===== src/rtl/mult32_seq.sv =====
// ---------------------------------------------------------------------------
// mult32_seq
//
// Sequential 32x32 shift-add multiplier for the ALU datapath. Each accepted
// request takes exactly WIDTH iterations, one per clock edge, whatever the
// operand values. The low half of the product feeds the ALU result mux
// (slot S=3'b011). The high half is kept for a future HI-register read path.
//
// Optional feature (compile-time macro MULT32_SIGNED_EN):
//   When the macro is defined, an extra input 'sgn' is sampled together with
//   'start'. With sgn=1 both operands are treated as two's complement: their
//   magnitudes are multiplied and the 64-bit product is negated at the
//   completion edge if the operand signs differ. Without the macro the port
//   does not exist and every operation is unsigned.
//
// Ports:
//   clk    in   rising-edge clock
//   rst_n  in   asynchronous active-low reset
//   start  in   operation request, sampled only while not busy
//   a      in   [WIDTH-1:0] multiplicand
//   b      in   [WIDTH-1:0] multiplier
//   sgn    in   signed request (only with MULT32_SIGNED_EN)
//   busy   out  iterations in progress
//   done   out  one-cycle pulse, hi/lo newly valid
//   hi     out  [WIDTH-1:0] product[2*WIDTH-1:WIDTH]
//   lo     out  [WIDTH-1:0] product[WIDTH-1:0]
// ---------------------------------------------------------------------------
module mult32_seq #(
   parameter int WIDTH = 32
) (
   input  logic             clk,
   input  logic             rst_n,
   input  logic             start,
   input  logic [WIDTH-1:0] a,
   input  logic [WIDTH-1:0] b,
`ifdef MULT32_SIGNED_EN
   input  logic             sgn,
`endif
   output logic             busy,
   output logic             done,
   output logic [WIDTH-1:0] hi,
   output logic [WIDTH-1:0] lo
);

   localparam int CW = $clog2(WIDTH) + 1;
   localparam logic [CW-1:0] LAST_COUNT = CW'(WIDTH - 1);

   typedef enum logic [1:0] {
      IDLE,
      RUN,
      FIN
   } state_t;

   state_t state;
   state_t state_next;

   logic [2*WIDTH-1:0] acc;
   logic [2*WIDTH-1:0] mcand;
   logic [WIDTH-1:0]   mplier;
   logic [CW-1:0]      count;
   logic               neg_q;

   logic               accept;
   logic               last_iter;
   logic [2*WIDTH-1:0] acc_sum;
   logic [2*WIDTH-1:0] product;
   logic [WIDTH-1:0]   a_mag;
   logic [WIDTH-1:0]   b_mag;
   logic               neg_in;

   // Operand conditioning at the accept edge. In signed mode the magnitudes
   // are multiplied and the sign is re-applied at the end; the magnitude of
   // -2^(WIDTH-1) is 2^(WIDTH-1), which still fits the unsigned register.
`ifdef MULT32_SIGNED_EN
   always_comb begin
      a_mag  = a;
      b_mag  = b;
      neg_in = 1'b0;
      if (sgn) begin
         if (a[WIDTH-1]) a_mag = -a;
         if (b[WIDTH-1]) b_mag = -b;
         neg_in = a[WIDTH-1] ^ b[WIDTH-1];
      end
   end
`else
   always_comb begin
      a_mag  = a;
      b_mag  = b;
      neg_in = 1'b0;
   end
`endif

   // State register. Reset abandons any operation in flight.
   always_ff @(posedge clk or negedge rst_n) begin
      if (!rst_n) state <= IDLE;
      else        state <= state_next;
   end

   // Next-state logic. A request is accepted in IDLE and also during the
   // single FIN cycle, so back-to-back operations skip IDLE entirely.
   always_comb begin
      state_next = state;
      accept     = 1'b0;
      last_iter  = 1'b0;
      case (state)
         IDLE: begin
            if (start) begin
               accept     = 1'b1;
               state_next = RUN;
            end
         end
         RUN: begin
            if (count == LAST_COUNT) begin
               last_iter  = 1'b1;
               state_next = FIN;
            end
         end
         FIN: begin
            if (start) begin
               accept     = 1'b1;
               state_next = RUN;
            end else begin
               state_next = IDLE;
            end
         end
         default: state_next = IDLE;
      endcase
   end

   // One shift-add step; the final step's sum is written straight to hi/lo,
   // with the sign applied in the same edge so latency is unchanged.
   always_comb begin
      acc_sum = acc + (mplier[0] ? mcand : '0);
      product = neg_q ? -acc_sum : acc_sum;
   end

   // Datapath registers. hi/lo only move at the completion edge or reset, so
   // they hold the last result while a new operation iterates.
   always_ff @(posedge clk or negedge rst_n) begin
      if (!rst_n) begin
         acc    <= '0;
         mcand  <= '0;
         mplier <= '0;
         count  <= '0;
         neg_q  <= 1'b0;
         hi     <= '0;
         lo     <= '0;
      end else if (accept) begin
         acc    <= '0;
         mcand  <= {{WIDTH{1'b0}}, a_mag};
         mplier <= b_mag;
         count  <= '0;
         neg_q  <= neg_in;
      end else if (state == RUN) begin
         acc    <= acc_sum;
         mcand  <= mcand << 1;
         mplier <= mplier >> 1;
         count  <= count + 1'b1;
         if (last_iter) begin
            hi <= product[2*WIDTH-1:WIDTH];
            lo <= product[WIDTH-1:0];
         end
      end
   end

   // Handshake outputs decode directly from the state register.
   assign busy = (state == RUN);
   assign done = (state == FIN);

endmodule


===== config.mk =====
export PLATFORM = sky130hd
export DESIGN_NAME = mult32_seq
export DESIGN_NICKNAME = d
export VERILOG_FILES = /design/src/rtl/mult32_seq.sv
export SDC_FILE = /design/constraint.sdc
export NUM_CORES = 1
export LEC_CHECK = 0
export CORE_UTILIZATION = 58
export DETAILED_ROUTE_END_ITERATION = 10
export DONT_BUFFER_PORTS = 1
export GPL_ROUTABILITY_DRIVEN = 0
export PLACE_DENSITY = 0.77
export SLEW_MARGIN = 10
export SYNTH_ARGS = -nofsm -noshare
export SYNTH_HDL_FRONTEND = slang
export SYNTH_SLANG_ARGS = --single-unit

===== constraint.sdc =====
create_clock -name clk -period 9.65 [get_ports clk]
set_clock_uncertainty 0.15 [all_clocks]
set_input_delay 1.93 -clock clk [delete_from_list [all_inputs] [get_ports clk]]
set_output_delay 1.93 -clock clk [all_outputs]
set_load 0.03 [all_outputs]

; ---- Yosys cells after proc, flatten, opt, wreduce, memory -nomap -nowiden
; Index checks and enable logic that the tools add are counted.
[classes]
n_bitwise = 1
muxes = 17
add_sub_neg = 2
eq_ne = 5
n_reduce_logical = 5
[op_table]
columns = op, count
row1 = 2-to-1 mux 64 bit, 5
row2 = adder 64 bit, 1
row3 = 2-to-1 mux 32 bit, 2
row4 = 2-to-1 mux 6 bit, 2
row5 = adder 6 x 1 -> 6 bit (second input constant), 1
row6 = == test 6 x 5 -> 1 bit (second input constant), 1
row7 = case mux 2 bit (3 select lines), 1
row8 = 2-to-1 mux 1 bit, 5
row9 = 2-to-1 mux 2 bit, 2
row10 = AND reduction 3 bit, 1
row11 = == test 2 x 1 -> 1 bit (second input constant), 1
row12 = == test 2 bit (second input constant), 1
row13 = logical NOT 2 bit, 1
row14 = != test 2 x 1 -> 1 bit (second input constant), 1
row15 = != test 2 bit (second input constant), 1
row16 = AND reduction 2 bit, 1
row17 = nonzero test 2 bit, 1
row18 = OR reduction 2 bit, 1
row19 = NOT 1 bit, 1
[totals]
in_bits = 67
output_inout_bits = 66
register_bits = 232

; ---- Depth between registers and ports, before layout
; Gate-level depths: netlist (run 1).
[depth]
word_depth = 5
depth_mapped = 14
ltp_nobuf = 12

; ---- Least setup slack after synthesis (run 1)
; Ideal clock, no wire load.
[synth_path]
path_kind = register to output
start = reg state[1]
end = out busy
t_arrival_ns = 1.381
stages_incl_launch_ff = 5
path_slack_ns = 6.189
path_cell_list = dfrtp_1 -> nand2b_1 -> inv_1 -> clkbuf_1 -> clkbuf_1
[synth_between]
elab_chain_len = 1
[synth_rtl]
columns = element, line_no
row1 = from (decl), 54  ; state_t state;
row2 = from (signal assigned), 96  ; else state <= state_next;
row3 = == test 2 x 1 -> 1 bit, 167  ; assign busy = (state == RUN);
row4 = to (decl), 39  ; output logic busy,
; Every way passes these cells.

; ---- Worst setup path after layout (run 1)
[layout_path]
start = reg mplier[0]
end = reg hi[28]
[layout_between]
elab_chain_len = 2
[layout_rtl]
columns = element, line_no
row1 = from (decl), 59  ; logic [WIDTH-1:0] mplier;
row2 = from (signal assigned), 151  ; mplier <= b_mag;
row3 = from (signal assigned), 157  ; mplier <= mplier >> 1;
row4 = 2-to-1 mux 64 bit, 133  ; acc_sum = acc + (mplier[0] ? mcand : '0);
row5 = adder 64 bit, 133
row6 = to (signal assigned), 160  ; hi <= product[2*WIDTH-1:WIDTH];
row7 = to (decl), 41  ; output logic [WIDTH-1:0] hi,
; Every way passes these cells.
; A chain may end at the register's enable or synchronous reset.

==> run summary, run 1 <==
clk_lat worst skew: 540 ps
Fillers: 1807
Core ar.: 0.02203 mm2
clock tree buffer depth: 3
Reg2Reg Launch Point: mplier[0]
die width: 152.8 um
Setup crit end kind: flip-flop
Vias: 10643
DR pass1 iterations: 9
Yosys reg bits: 232
post-CTS sizing: 0
pin count of the biggest net entering global routing: 233
first-pass GRT wire length: 53050 um
sequential fraction of the synthesis area: 0.4404
unrepaired setup endpoints after global routing: false
Total GRT Usage: 0.2745
vias in the first global route: 10406
share of cells above drive strength 1: 0.06889
row cnt: 54
clock slew at reported path FFs: 60 ps
post-synthesis instance total: 1417
Synth Area per Inst: 9.302 um2
IO Pins: 133
grt total ovfl: 0
Worst Max-Slew Pin Slew: 808.9 ps
number of remaining DRC errors: 6
R2R Setup Slk: 5310 ps
Worst R2R Path Depth: 12
Synth cell types: 73
n_diodes: 0
Final #Nets: 1494
initial antenna violation count: 1
final setup margin: 5312 ps
critical setup path kind: flip-flop to flip-flop
asr flop ratio synth: 1.000
fin crit period: 4338 ps
critical hold path startpoint: mplier[11]
part of the cycle the worst path needs: 0.4495
startpoint types: flip-flop
Req. time, crit path: 9920 ps
Post-synth EDFFs: 0
Hold EP: mplier[11]
Vias/cell: 6.415
Root Driver: clkbuf_16
PwrDens: 349.1 mW/mm2
Setup Viol. Count Final: 0
DIE AREA: 0.02333 mm2
Final Power: 4.916 mW
1st-iter DRT viols: 855
Die H: 152.8 um
fin. max-slew vios: 0
Hold Path Stages: 2
HP Class: flip-flop to flip-flop
Slew HR: 0.4596
Clock H-tree levels: 1
Post-CTS Setup Repair Bufs: 0
Starting Density: 0.5984
pre-CTS worst setup slack: 5390 ps
worst r2r dst: hi[28]
Leak: 6.697 nW
DR WL/cell: 19.12 um
drt total wl: 31730 um
IO Port Bufs: 0
post-route cell area: 0.01408 mm2
failing checks: DRC
critical-path maximum fanout: 36
number of synthesis warnings: 0
Post-CTS Hold Fix Bufs: 0
DP Wirelength: 21620 um
main flop type after synthesis: dfrtp_1
CTS tree: yes
fmax: 230.5 MHz
DP Area: 0.01327 mm2
final hold viol count: 0
Area Overhead vs Synth: 6.825%
status: complete, but fails checks
TritonCTS Buffers: 25
Critical Path AT: 4610 ps
setup tns final: 0 ps
Post-Synthesis Net Count: 1549
# clock sinks: 232
Routed Antenna Nets: 0
mapped cell area: 0.01318 mm2
fin util: 0.6393
Max VDD drop: 209.3 uV
Max Cap Viol: 0
stage by stage:
step                      std cells  hold slack [ps]
after floorplan                1417            296.3
after global placement         1615            307.7
after detailed placement       1615            312.3
after CTS                      1659            327.6
after global routing           1659            334.1
final                          1659            324.9
sequential cells by signal (all words and copies together) (netlist names):
name	flops
lo	32
hi	32
acc	64
count	6
mcand	64
mplier	32
state	2
Yosys cell counts (all sizes together) (17+ instances only):
cell | n | share of area
a21o | 36 | 0.021
a21oi | 77 | 0.030
a22o | 90 | 0.060
a22oi | 64 | 0.036
and2 | 67 | 0.032
buf | 17 | 0.0059
clkbuf | 74 | 0.021
dfrtp | 232 | 0.44
ha | 64 | 0.061
mux2 | 23 | 0.020
nand2 | 302 | 0.086
nand4 | 26 | 0.012
nor2 | 42 | 0.012
o21ai | 66 | 0.026
xnor2 | 32 | 0.021
xor2 | 23 | 0.015
power breakdown:
group	internal, mW	switching [mW]	total, mW
combinational	0.864	1.23	2.10
clock	0.552	0.388	0.939
sequential	1.37	0.516	1.88
final cells by class:
cell class / instances / area (um2) / share of cell area
clock inverter: 8 / 87.58 / 0.006220
timing repair buffer: 9 / 67.56 / 0.004798
sequential: 232 / 5806 / 0.4123
multi-input combinational: 1078 / 6980 / 0.4957
inverter: 16 / 62.56 / 0.004443
clock buffer: 36 / 726.9 / 0.05163
tap: 280 / 350.3 / 0.02488
layout by cell type, fill, tap and decap left out, drive strengths merged, types with 6 or more instances in the layout:
master / instances
and3: 7
nor3: 16
nand4: 26
a21o: 36
a21oi: 77
a22o: 90
xor2: 23
ha: 64
clkinv: 6
buf: 9
inv: 17
o21bai: 8
nand3: 15
o211ai: 12
a22oi: 64
clkbuf: 36
xnor2: 32
a211oi: 10
dfrtp: 232
nor4: 6
o2111ai: 6
a31oi: 7
o21ai: 66
or3: 6
o31ai: 7
mux2: 23
and2: 67
nand2: 302
o21a: 6
nor2: 42
worst max-delay path, cell delays in order (launching register included):
cell and delay [ps]:
dfrtp_1 850, buf_4 440, and2_1 190, ha_1 290
a21oi_1 310, o21ai_1 310, nor3_1 260, o2111ai_1 160
o211ai_1 410, a311oi_2 220, a211oi_2 240, xnor2_1 110
mux2_2 270
how the worst max path moves through the flow:
stage / from / endpoint / slack (ps)
5_1_grt: mplier[0] / hi[28] / 5040
6_report: mplier[0] / hi[28] / 5310
3_3_place_gp: start / acc[36] / 5530
3_5_place_dp: mplier[0] / hi[28] / 5390
2_1_floorplan: state[1] / busy / 6190
4_1_cts: mplier[0] / hi[28] / 5370
routing by layer:
metal | part of all wire | up-vias | track usage
met5 | 0.00054 | - | 0
met4 | 0.025 | 2 | 0.07937
met3 | 0.080 | 66 | 0.05347
met2 | 0.45 | 444 | 0.4264
met1 | 0.45 | 5111 | 0.3914
li1 | - | 5020 | -
cells by family (layout without fill, tap and decap cells):
logic type      count (synthesis)  after routing  synth area share
compound gates                423            423            0.2310
xor+xnor                       56             56           0.03825
fa+ha+maj                      65             65           0.06227
buf+inv                       107             69           0.03151
flops                         232            232            0.4404
mux                            24             24           0.02041
simple gates                  510            510            0.1761
(Power assumes the default switching activity.)
==> inputs of run 2 (changes only) <==
PLACE_DENSITY = 0.79   (was 0.77)
clock period = 3.8 ns   (was 9.65 ns; I/O delays follow)
==> run summary, run 2 (synthesis results as in run 1) <==
Final Power: 13.04 mW (+170%)
Vias: 10772 (+1.2%)
startpoint types: flip-flop
Root Driver: clkbuf_16
DP Wirelength: 22710 um (+5.0%)
status: complete, but fails checks
clock tree buffer depth: 3 (unchanged)
share of cells above drive strength 1: 0.09880 (+0.02991)
Die H: 152.8 um (unchanged)
Reg2Reg Launch Point: mplier[0]
clk_lat worst skew: 540 ps (about the same)
setup tns final: 0 ps (unchanged)
multi-input gate area in the final layout: 0.007005 mm2 (+0.36%)
fin cells: 1697 (+2.3%)
DR pass1 iterations: 8 (-1)
Area Overhead vs Synth: 9.834%
initial antenna violation count: 0 (-1)
Inst Count DP: 1650 (+2.2%)
Critical Path AT: 3920 ps (-690 ps)
1st-iter DRT viols: 922 (+7.8%)
TritonCTS Buffers: 25 (unchanged)
pin count of the biggest net entering global routing: 233 (unchanged)
CP startpoint: mplier[0]
vias in the first global route: 10642 (+2.3%)
critical-path maximum fanout: 46 (+28%)
commonest non-fill, non-tap cell in the layout: nand2_1
IO Port Bufs: 0 (unchanged)
Fillers: 1788 (-1.1%)
number of remaining DRC errors: 6 (unchanged)
Leak: 6.917 nW (+3.3%)
fmax: 273.7 MHz (+19%)
drt total wl: 32860 um (+3.6%)
fin. max-slew vios: 0 (unchanged)
final hold viol count: 232 (+232)
Starting Density: 0.5984 (unchanged)
row cnt: 54 (unchanged)
register area: 0.005807 mm2 (about the same)
die width: 152.8 um (unchanged)
Final #Nets: 1531 (+2.5%)
HP Class: input port to asynchronous set/reset pin
Clock H-tree levels: 1 (unchanged)
Slew HR: 0.4469 (-0.01272)
n_diodes: 0 (unchanged)
# clock sinks: 232 (unchanged)
clock slew at reported path FFs: 60 ps (about the same)
biggest regs: acc x64, mcand x64
Setup crit end kind: flip-flop
IO Pins: 133 (unchanged)
grt total ovfl: 0 (unchanged)
Worst Max-Slew Pin Slew: 829.6 ps (+20.75 ps)
DIE AREA: 0.02333 mm2 (unchanged)
first-pass GRT wire length: 54210 um (+2.2%)
part of the cycle the worst path needs: 0.9614 (+0.5118)
PwrDens: 901.0 mW/mm2 (+160%)
fin crit period: 3653 ps (-684.7 ps)
commonest non-fill, non-tap cells in the layout: 301 x nand2_1, 231 x dfrtp_1, 90 x a22o_1, 74 x a21oi_1, 66 x and2_1
CTS tree: yes
Max Cap Viol: 0 (unchanged)
Req. time, crit path: 4060 ps (-5860 ps)
Core ar.: 0.02203 mm2 (unchanged)
Max VDD drop: 506.5 uV (+140%)
Worst Hold Slack: -223.0 ps (-547.9 ps)
unrepaired setup endpoints after global routing: false
Routed Antenna Nets: 0 (unchanged)
DR WL/cell: 19.36 um (+1.2%)
failing checks: DRC, hold timing
Setup Viol. Count Final: 0 (unchanged)
Vias/cell: 6.348 (-1.1%)
critical setup path kind: flip-flop to flip-flop
Total GRT Usage: 0.2819 (+0.007327)
-- run 2: cell types whose count changed in the layout (fill, tap and decap cells not counted), moves of 2 or more --
cell and delta:
clkbuf_1 -3, buf_4 +34, bufinv_16 +2, buf_12 +3
-- run 2: power breakdown --
| part | leakage [nW] | total (mW) | internal [mW] | switching, mW |
|---|---|---|---|---|
| Clock | 0.432 | 2.56 | 1.54 | 1.02 |
| Sequential | 2.87 | 4.76 | 3.47 | 1.29 |
| Combinational | 3.62 | 5.73 | 2.45 | 3.28 |
| Total | 6.92 | 13.0 | 7.46 | 5.58 |
-- run 2: final timing paths --
| check | to | slack (ps) | cells after the start |
|---|---|---|---|
| max | hi[21] | 150 | 13 |
| min in group clk | mcand[26] | 200 | 2 |
| min | mcand[39] | -220 | 0 |
| max in group asynchronous | mplier[21] | 3340 | 0 |
| min reg2reg | mplier[21] | 320 | 2 |
| max reg2reg | hi[21] | 150 | 13 |
-- run 2: critical path, cell delays in order, from the launching register on --
cell       delay [ps]
dfrtp_2           470
buf_12            200
and2_1            160
ha_1              310
buf_4             160
and3_1            170
nor3b_1           210
a22oi_1           140
o31ai_1           410
o2111ai_1         230
a21oi_1           300
nor2_1            160
xnor2_1           180
mux2_2            270
-- run 2: area by class of cell --
type,count,share of cell area
Sequential cell,232,0.4011
Timing Repair Buffer,46,0.02645
Clock buffer,34,0.05038
Inverter,16,0.004321
Tap cell,280,0.02420
Multi-Input combinational cell,1078,0.4839
Clock inverter,11,0.009679
-- run 2: timing repair --
action	CTS	global route
setup buffers	0	2
endpoints found under the hold margin	232	232
gates resized for setup	0	6
setup endpoints to repair	0	21
-- run 2: stage by stage --
step           instance area (um2)  utilization  setup WS [ps]
2_1_floorplan                13180            -          361.5
3_3_place_gp                 13570       0.6159          203.5
3_5_place_dp                 13570       0.6159          108.8
4_1_cts                      14440       0.6554          81.36
5_1_grt                      14480       0.6573          10.21
6_report                     14480       0.6573          146.8
-- run 2: per-layer routing --
| metal | track usage | part of all wire |
|---|---|---|
| met1 | 0.3964 | 0.44 |
| met2 | 0.4478 | 0.45 |
| met3 | 0.05176 | 0.082 |
| met4 | 0.07744 | 0.021 |
| met5 | 0 | 0 |
==> inputs of run 3 (changes only) <==
RECOVER_POWER = 25   (was default)
==> results of run 3 <==
The final DEF is identical to that of run 2; final timing and power are the same.
